<file path="config.mk">
export PLATFORM = sky130hd
export DESIGN_NAME = scpad_tile_sequencer
export DESIGN_NICKNAME = d
export VERILOG_FILES = /design/src/rtl/scpad_tile_sequencer.sv
export SDC_FILE = /design/constraint.sdc
export NUM_CORES = 1
export LEC_CHECK = 0
export BUFFER_PORTS_ARGS = -buffer_cell sky130_fd_sc_hd__buf_4
export CORE_ASPECT_RATIO = 0.9
export CORE_UTILIZATION = 52
export DETAILED_ROUTE_END_ITERATION = 16
export PLACE_DENSITY = 0.85
export SLEW_MARGIN = 20
export SYNTH_ARGS = -nofsm -noshare
export SYNTH_HDL_FRONTEND = slang
export SYNTH_SLANG_ARGS = --single-unit
</file>
<file path="constraint.sdc">
create_clock -name CLK -period 3 [get_ports CLK]
set_clock_uncertainty 0.05 [all_clocks]
set_input_delay 0.15 -clock CLK [delete_from_list [all_inputs] [get_ports CLK]]
set_output_delay 0.15 -clock CLK [all_outputs]
set_load 0.01 [all_outputs]
</file>
<file path="src/rtl/scpad_tile_sequencer.sv">
`default_nettype none
// ============================================================================
// Module      : scpad_tile_sequencer
// Description : Walks a scratchpad tile one row or column per beat and emits
//               swizzle descriptors, then signals tile completion.
// Revision    : 1.0 - initial release
// ============================================================================
module scpad_tile_sequencer #(
  parameter int NUM_COLS      = 32,
  parameter int ROW_IDX_WIDTH = 10,
  parameter int COL_IDX_WIDTH = $clog2(NUM_COLS),
  parameter int ID_WIDTH      = 4
) (
  input  logic                     CLK,
  input  logic                     nRST,
  input  logic                     req_valid,
  output logic                     req_ready,
  input  logic [ROW_IDX_WIDTH-1:0] req_spad_addr,
  input  logic [COL_IDX_WIDTH:0]   req_num_rows,
  input  logic [COL_IDX_WIDTH:0]   req_num_cols,
  input  logic                     req_row_or_col,
  input  logic [ID_WIDTH-1:0]      req_id,
  input  logic                     abort,
  output logic                     beat_valid,
  input  logic                     beat_ready,
  output logic [ROW_IDX_WIDTH-1:0] beat_spad_addr,
  output logic [COL_IDX_WIDTH-1:0] beat_row_id,
  output logic [COL_IDX_WIDTH-1:0] beat_col_id,
  output logic [COL_IDX_WIDTH:0]   beat_num_rows,
  output logic [COL_IDX_WIDTH:0]   beat_num_cols,
  output logic                     beat_row_or_col,
  output logic [ID_WIDTH-1:0]      beat_id,
  output logic                     beat_last,
  output logic                     done_valid,
  output logic [ID_WIDTH-1:0]      done_id,
  output logic                     busy
);

  localparam logic [COL_IDX_WIDTH:0] c_MAX_CNT = (COL_IDX_WIDTH+1)'(NUM_COLS);
  localparam logic [COL_IDX_WIDTH:0] c_ONE     = (COL_IDX_WIDTH+1)'(1);

  typedef enum logic [1:0] {
    S_IDLE  = 2'd0,
    S_ISSUE = 2'd1,
    S_DONE  = 2'd2
  } state_t;

  state_t                   r_state;
  state_t                   w_state_nxt;
  logic [ROW_IDX_WIDTH-1:0] r_spad_addr;
  logic [COL_IDX_WIDTH:0]   r_num_rows;
  logic [COL_IDX_WIDTH:0]   r_num_cols;
  logic                     r_row_or_col;
  logic [ID_WIDTH-1:0]      r_id;
  logic [COL_IDX_WIDTH:0]   r_cnt;

  logic [COL_IDX_WIDTH:0]   w_rows_clamp;
  logic [COL_IDX_WIDTH:0]   w_cols_clamp;
  logic [COL_IDX_WIDTH:0]   w_req_n;
  logic [COL_IDX_WIDTH:0]   w_n;
  logic [COL_IDX_WIDTH:0]   w_cnt_inc;
  logic                     w_accept;
  logic                     w_xfer;
  logic                     w_last;

  assign w_rows_clamp = (req_num_rows > c_MAX_CNT) ? c_MAX_CNT : req_num_rows;
  assign w_cols_clamp = (req_num_cols > c_MAX_CNT) ? c_MAX_CNT : req_num_cols;
  assign w_req_n      = req_row_or_col ? w_rows_clamp : w_cols_clamp;
  assign w_n          = r_row_or_col ? r_num_rows : r_num_cols;
  assign w_cnt_inc    = r_cnt + c_ONE;
  assign w_accept     = (r_state == S_IDLE) && req_valid;
  assign w_xfer       = (r_state == S_ISSUE) && beat_ready;
  // Counter stays below N, so cnt+1 never exceeds NUM_COLS and cannot wrap.
  assign w_last       = (w_cnt_inc == w_n);

  always_ff @(posedge CLK or negedge nRST) begin
    if (!nRST) begin
      r_state <= S_IDLE;
    end else begin
      r_state <= w_state_nxt;
    end
  end

  always_comb begin
    w_state_nxt = r_state;
    case (r_state)
      S_IDLE:  if (req_valid) w_state_nxt = (w_req_n == '0) ? S_DONE : S_ISSUE;
      S_ISSUE: begin
        if (abort)                w_state_nxt = S_IDLE;
        else if (w_xfer && w_last) w_state_nxt = S_DONE;
      end
      S_DONE:  w_state_nxt = S_IDLE;
      default: w_state_nxt = S_IDLE;
    endcase
  end

  always_ff @(posedge CLK or negedge nRST) begin
    if (!nRST) begin
      r_spad_addr  <= '0;
      r_num_rows   <= '0;
      r_num_cols   <= '0;
      r_row_or_col <= 1'b0;
      r_id         <= '0;
      r_cnt        <= '0;
    end else if (w_accept) begin
      r_spad_addr  <= req_spad_addr;
      r_num_rows   <= w_rows_clamp;
      r_num_cols   <= w_cols_clamp;
      r_row_or_col <= req_row_or_col;
      r_id         <= req_id;
      r_cnt        <= '0;
    end else if (w_xfer && !w_last) begin
      r_cnt <= w_cnt_inc;
    end
  end

  assign req_ready       = (r_state == S_IDLE);
  assign busy            = (r_state != S_IDLE);
  assign beat_valid      = (r_state == S_ISSUE);
  assign beat_spad_addr  = r_spad_addr;
  assign beat_row_id     = r_row_or_col ? r_cnt[COL_IDX_WIDTH-1:0] : '0;
  assign beat_col_id     = r_row_or_col ? '0 : r_cnt[COL_IDX_WIDTH-1:0];
  assign beat_num_rows   = r_num_rows;
  assign beat_num_cols   = r_num_cols;
  assign beat_row_or_col = r_row_or_col;
  assign beat_id         = r_id;
  assign beat_last       = (r_state == S_ISSUE) && w_last;
  assign done_valid      = (r_state == S_DONE);
  assign done_id         = r_id;

endmodule
`default_nettype wire

</file>
======== Word-level counts from Yosys, hierarchy flattened ========
Cells that the tools add are included.
Widths: inputs -> output; s select.
storage, ports and cells
  input bits .............................. 32
  flip-flop bits (word level) ............. 35
  RAM bits ................................ 0
  memories ................................ 0
  latch bits .............................. 0
  word-level logic and storage cells ...... 39
  bits in read-only memories .............. 0
  output and inout port bits .............. 46
cells by class
  divide/modulo/power cells ............... 0
  reduce and logical (&&, ||, !) cells .... 11
  add/subtract/negate cells ............... 1
  multiplexer cells ....................... 13
  $mul .................................... 0
  bitwise logic cells ..................... 0
  equal/unequal tests ..................... 5
  shift operators ......................... 0
  $lt $le $gt $ge ......................... 2
operators by type and width
  kind                 count
  $mux 6               6
  $gt 6x6->1 const B   2
  $mux 5               2
  $mux 2               4
  $add 6x1->6 const B  1
  $eq 6x6->1           1
  $logic_not 6->1      1
  $logic_and 1x1->1    5
  $pmux 2 s2           1
  $reduce_bool 2->1    2
  $ne 3x2->1 const B   1
  $eq 2x1->1 const B   1
  $eq 2x2->1 const B   1
  $logic_not 2->1      1
  $ne 2x2->1 const B   1
  $reduce_and 2->1     1
  $logic_not 1->1      1

======== Longest topological paths before layout ========
  depth after elaboration ................. 7
  gate-level depth with buffers ........... 7
  gate-level depth less buffers ........... 6

======== Least setup slack after synthesis ========
OpenSTA, ideal clock, no wires.
  path type ............................... flip-flop to flip-flop
  start point ............................. register r_cnt[0]
  end point ............................... register r_cnt[1]
  slack ................................... 936 ps
  arrival ................................. 1927 ps
  data required time ...................... 2863 ps
  period minus slack after synthesis ...... 2064 ps
  setup time .............................. 87 ps
  stages on the path, launching flop included .. 8
  path buffers ............................ 1
  path through ............................ dfrtp_1 ha_1 nand3_1 xor2_1 o2111ai_1 buf_2 or4_1 o211ai_1
between the ends
  cells in the longest elaborated chain, start to end .. 5
  elaborated cells between the ends (all ways) .. 7
  those cells by class .................... add/sub: 1; eq/ne: 1; mux: 2; reduce/logical: 3
ends and longest elaborated chain
  element                      line  RTL
  from (decl)                  55    logic [COL_IDX_WIDTH:0] r_cnt;
  from (signal assigned)       113   r_cnt <= w_cnt_inc;
  $add 6x1->6 (*)              70    assign w_cnt_inc = r_cnt + c_ONE;
  $eq 6x6->1                   74    assign w_last = (w_cnt_inc == w_n);
  $logic_not 1->1              112   end else if (w_xfer && !w_last) begin
  $logic_and 1x1->1            112
  $reduce_bool 2->1 (no line)  -
Mark *: on every way between the ends. The rest lies on a longest branch, timed or not. The select of a mux whose other input is x is not followed.
A chain may end at the register's enable or synchronous reset.

======== Worst setup path in the final report ========
  start point ............................. register r_cnt[0]
  end point ............................... output port beat_last
between the ends
  cells in the longest elaborated chain, start to end .. 3
ends and longest elaborated chain
  element            line  RTL
  $add 6x1->6        70
  $eq 6x6->1         74
  $logic_and 1x1->1  127   assign beat_last = (r_state == S_ISSUE) && w_last;
  to (decl)          33    output logic beat_last,
No other way between the ends.

==> flow_summary_export.csv <==
group,metric,value,unit
grt,antenna_found_initial,0,
finish,diodes,0,
finish,stdcell_area,2774,sq um
hold_path,hold_path_depth,2,
sta,rsz0062_at_grt,"no",
route,vias_per_cell,5.299,
critical_path,r2r_end,"r_state[1]$_DFFE_PN0P_",
route,final_antenna_net_count,0,
power_and_ir_drop,combPwrFrac,49.3,%
critical_path,worstPathRequired,2800,ps
critical_path,rrSetupSlack,620,ps
logic_synthesis,synth_cell_type_count,49,
sta,setup_viol,0,
logic_synthesis,synth.area.top_cells,"dfrtp_1, nand2_1, nand3b_1, nor2b_1, xnor2_1",
die,num_rows,20,
power_and_ir_drop,vdd_drop_max,0.0005253,V
critical_path,slowest_stage,"dfrtp_1",
placement,placed_cell_area,2550,sq um
logic_synthesis,syn_nets,254,
critical_path,cp-start-kind,"flop",
placement,dpl.hpwl,3.432,mm
grt,grt_pass1_vias,1876,
route,via_count,1844,
placement,port_buffers,77,
sta,slew_viol_final,0,
grt,grt_start_max_net_pins,36,
sta,maxSlewHeadroom,58.12,%
power_and_ir_drop,seq_power_share,35.3,%
critical_path,path_cells,"ha_1 -> nand3_1 -> xor2_1 -> o2111ai_2 -> or3_4 -> nor2_1 -> buf_4",
sta,min_period,2716,ps
power_and_ir_drop,power.density,815.3,nW/um^2
die,die_h,60.55,microns
critical_path,worst-path-buf-inv,1,
logic_synthesis,ys.flop_type,"dfrtp_1",
hold_path,min-delay-start,"abort",
clocking,cts-buffers-inserted,5,
finish,drive_above_1_share,33.22,%
clocking,cts.sinks,35,
clocking,tritoncts,"yes",
sta,hold_violations,0,
sta,period_share,90.54,%
logic_synthesis,synth_top_cell_by_area,"dfrtp_1",
hold_path,worstHoldEndpoint,"r_state[0]$_DFFE_PN0P_",
logic_synthesis,synth-edff-count,0,
grt,overflow,0,
grt,grt_pass1_wl,8.604,mm
run_status,status,"finished clean",
logic_synthesis,ys_seq_area_share,44.22,%
finish,area_growth,40.05,%
logic_synthesis,avgSynthCellArea,8.962,sq um
sta,tns,0,ps
clocking,clockRootBuffer,"clkbuf_8",
clocking,cts_buffer_depth,2,
placement,place_inst,328,
critical_path,path_max_fanout,12,
die,start_util,56.54,%
logic_synthesis,yosysMostFrequentCell,"nand2_1",
clocking,clk_pin_slew,70,ps
die,pin_count,78,
critical_path,critPathTopFamily,"simple AND/OR/NAND/NOR gates",
hold_path,holdCritPathClass,"input port to flop",
critical_path,crit_type,"flop to output port",
sta,worst_slew_pin_slew,628.3,ps
critical_path,rr_worst_depth,6,
route,drc,0,
grt,grt_usage,28.87,%
finish,nets,337,
logic_synthesis,synthDominantCellAreaShare,44.22,%
logic_synthesis,synth_area,1981,sq um
critical_path,arrival,2520,ps
die,coreArea,3503,sq um
logic_synthesis,synthArstFlopShare,100.0,%
critical_path,timing.rr.start,"r_cnt[0]$_DFFE_PN0P_",
power_and_ir_drop,swShare,40.82,%
critical_path,cp-end-kind,"output port",
route,drt_iter0_markers,97,
critical_path,critPathMaxStageDelay,510,ps
sta,clock.fmax,368.2,MHz
die,die_x,67.06,microns
route,wl_per_cell,14.72,microns
route,drt-pass1-iter-count,4,
finish,stdcell_count,348,
power_and_ir_drop,p_int,1.338,mW
power_and_ir_drop,power_leakage,1.437,nW
logic_synthesis,yosys_warnings,0,
placement,gp_congestion,0.8575,
power_and_ir_drop,p_clk_share,15.4,%
power_and_ir_drop,p_sw,0.9233,mW
logic_synthesis,synth_cells,221,
logic_synthesis,ys_ff_latch,35,
job,cap_viol_max_count,0,
clocking,htreeDepth,2,
route,wl,5.124,mm
die,die_area,4060,sq um
clocking,clock_latency,290,ps
logic_synthesis,yosys-top-cells-count,"nand2_1, dfrtp_1, nand3b_1, clkbuf_1, nor2b_1",
## cell type report
| cell class | count | area, sq um |
|---|---|---|
| Multi-Input combinational cell | 165 | 1010 |
| Fill cell | 245 | 729.5 |
| Clock inverter | 1 | 5.005 |
| Sequential cell | 35 | 875.8 |
| Tap cell | 44 | 55.05 |
| Clock buffer | 6 | 82.58 |
| Timing Repair Buffer | 93 | 730.7 |
| Inverter | 4 | 15.01 |
## registers in the layout, summed over array words and instances, names as in the netlist
signal           flops
beat_num_rows        6
r_cnt                6
r_state              2
beat_spad_addr      10
beat_id              4
beat_num_cols        6
beat_row_or_col      1
## layout by cell type, fill, tap and decap left out, types with 4 or more instances in the layout
cell type	Yosys	final
nor4_1	5	5
nand2_1	79	79
xnor2_1	5	5
inv_1	4	4
buf_4	4	80
dfrtp_1	35	35
nor2b_1	7	7
dlygate4sd3_1	0	13
clkbuf_8	0	6
mux2i_1	4	4
and2_1	5	5
nand3b_1	11	11
## cell families after synthesis
family	count (synthesis)	share of synthesized area, %
fa+ha+maj	1	0.6316
flops	35	44.22
xor+xnor	9	5.433
buf+inv	21	5.369
compound gates	19	8.149
mux	7	4.485
simple gates	129	31.71
## stage by stage
stage	hold WS, ps	setup slack [ps]	util, %	power [mW]
floorplan	-195.6	936.1	-	1.437
global placement	71.02	582.0	72.79	1.833
detailed placement	79.31	479.2	72.79	1.870
CTS	0.8936	164.1	79.00	2.238
global route	9.104	142.6	79.18	2.411
finish	4.536	283.8	79.18	2.262
## worst max path at each step
stage	from	endpoint	slack (ps)	cells past startpoint
final	r_cnt[0]$_DFFE_PN0P_	beat_last	280	7
after global placement	beat_row_or_col$_DFFE_PN0P_	beat_last	580	6
after detailed placement	beat_row_or_col$_DFFE_PN0P_	beat_last	480	6
after CTS	beat_row_or_col$_DFFE_PN0P_	beat_last	160	6
after floorplan	r_cnt[0]$_DFFE_PN0P_	r_cnt[1]$_DFFE_PN0P_	940	7
after global routing	r_cnt[0]$_DFFE_PN0P_	beat_last	140	7
## power by group through the flow
stage          combinational (mW)  clock, mW  sequential (mW)
6_report                     1.11      0.349            0.798
5_1_grt                      1.21      0.376            0.823
4_1_cts                      1.09      0.356            0.794
3_5_place_dp                 1.07          0            0.797
3_3_place_gp                 1.04          0            0.793
2_1_floorplan               0.617          0            0.820
## repair_timing
action	CTS	global route
endpoints found under the setup margin	0	1
hold buffers	13	0
resized for setup	0	1
setup buffers	0	0
hold endpoints to repair	47	0
## routing by layer
layer	share of wire (%)	wire length, microns	GRT usage, %	vias to the layer above
li1	-	-	-	902
met1	43	2182	34.02	867
met2	50	2555	50.14	65
met3	6.4	329	9.211	10
met4	1.1	57	9.422	0
met5	0	0	0	-
Note: power is estimated with default switching activity, not from simulation.
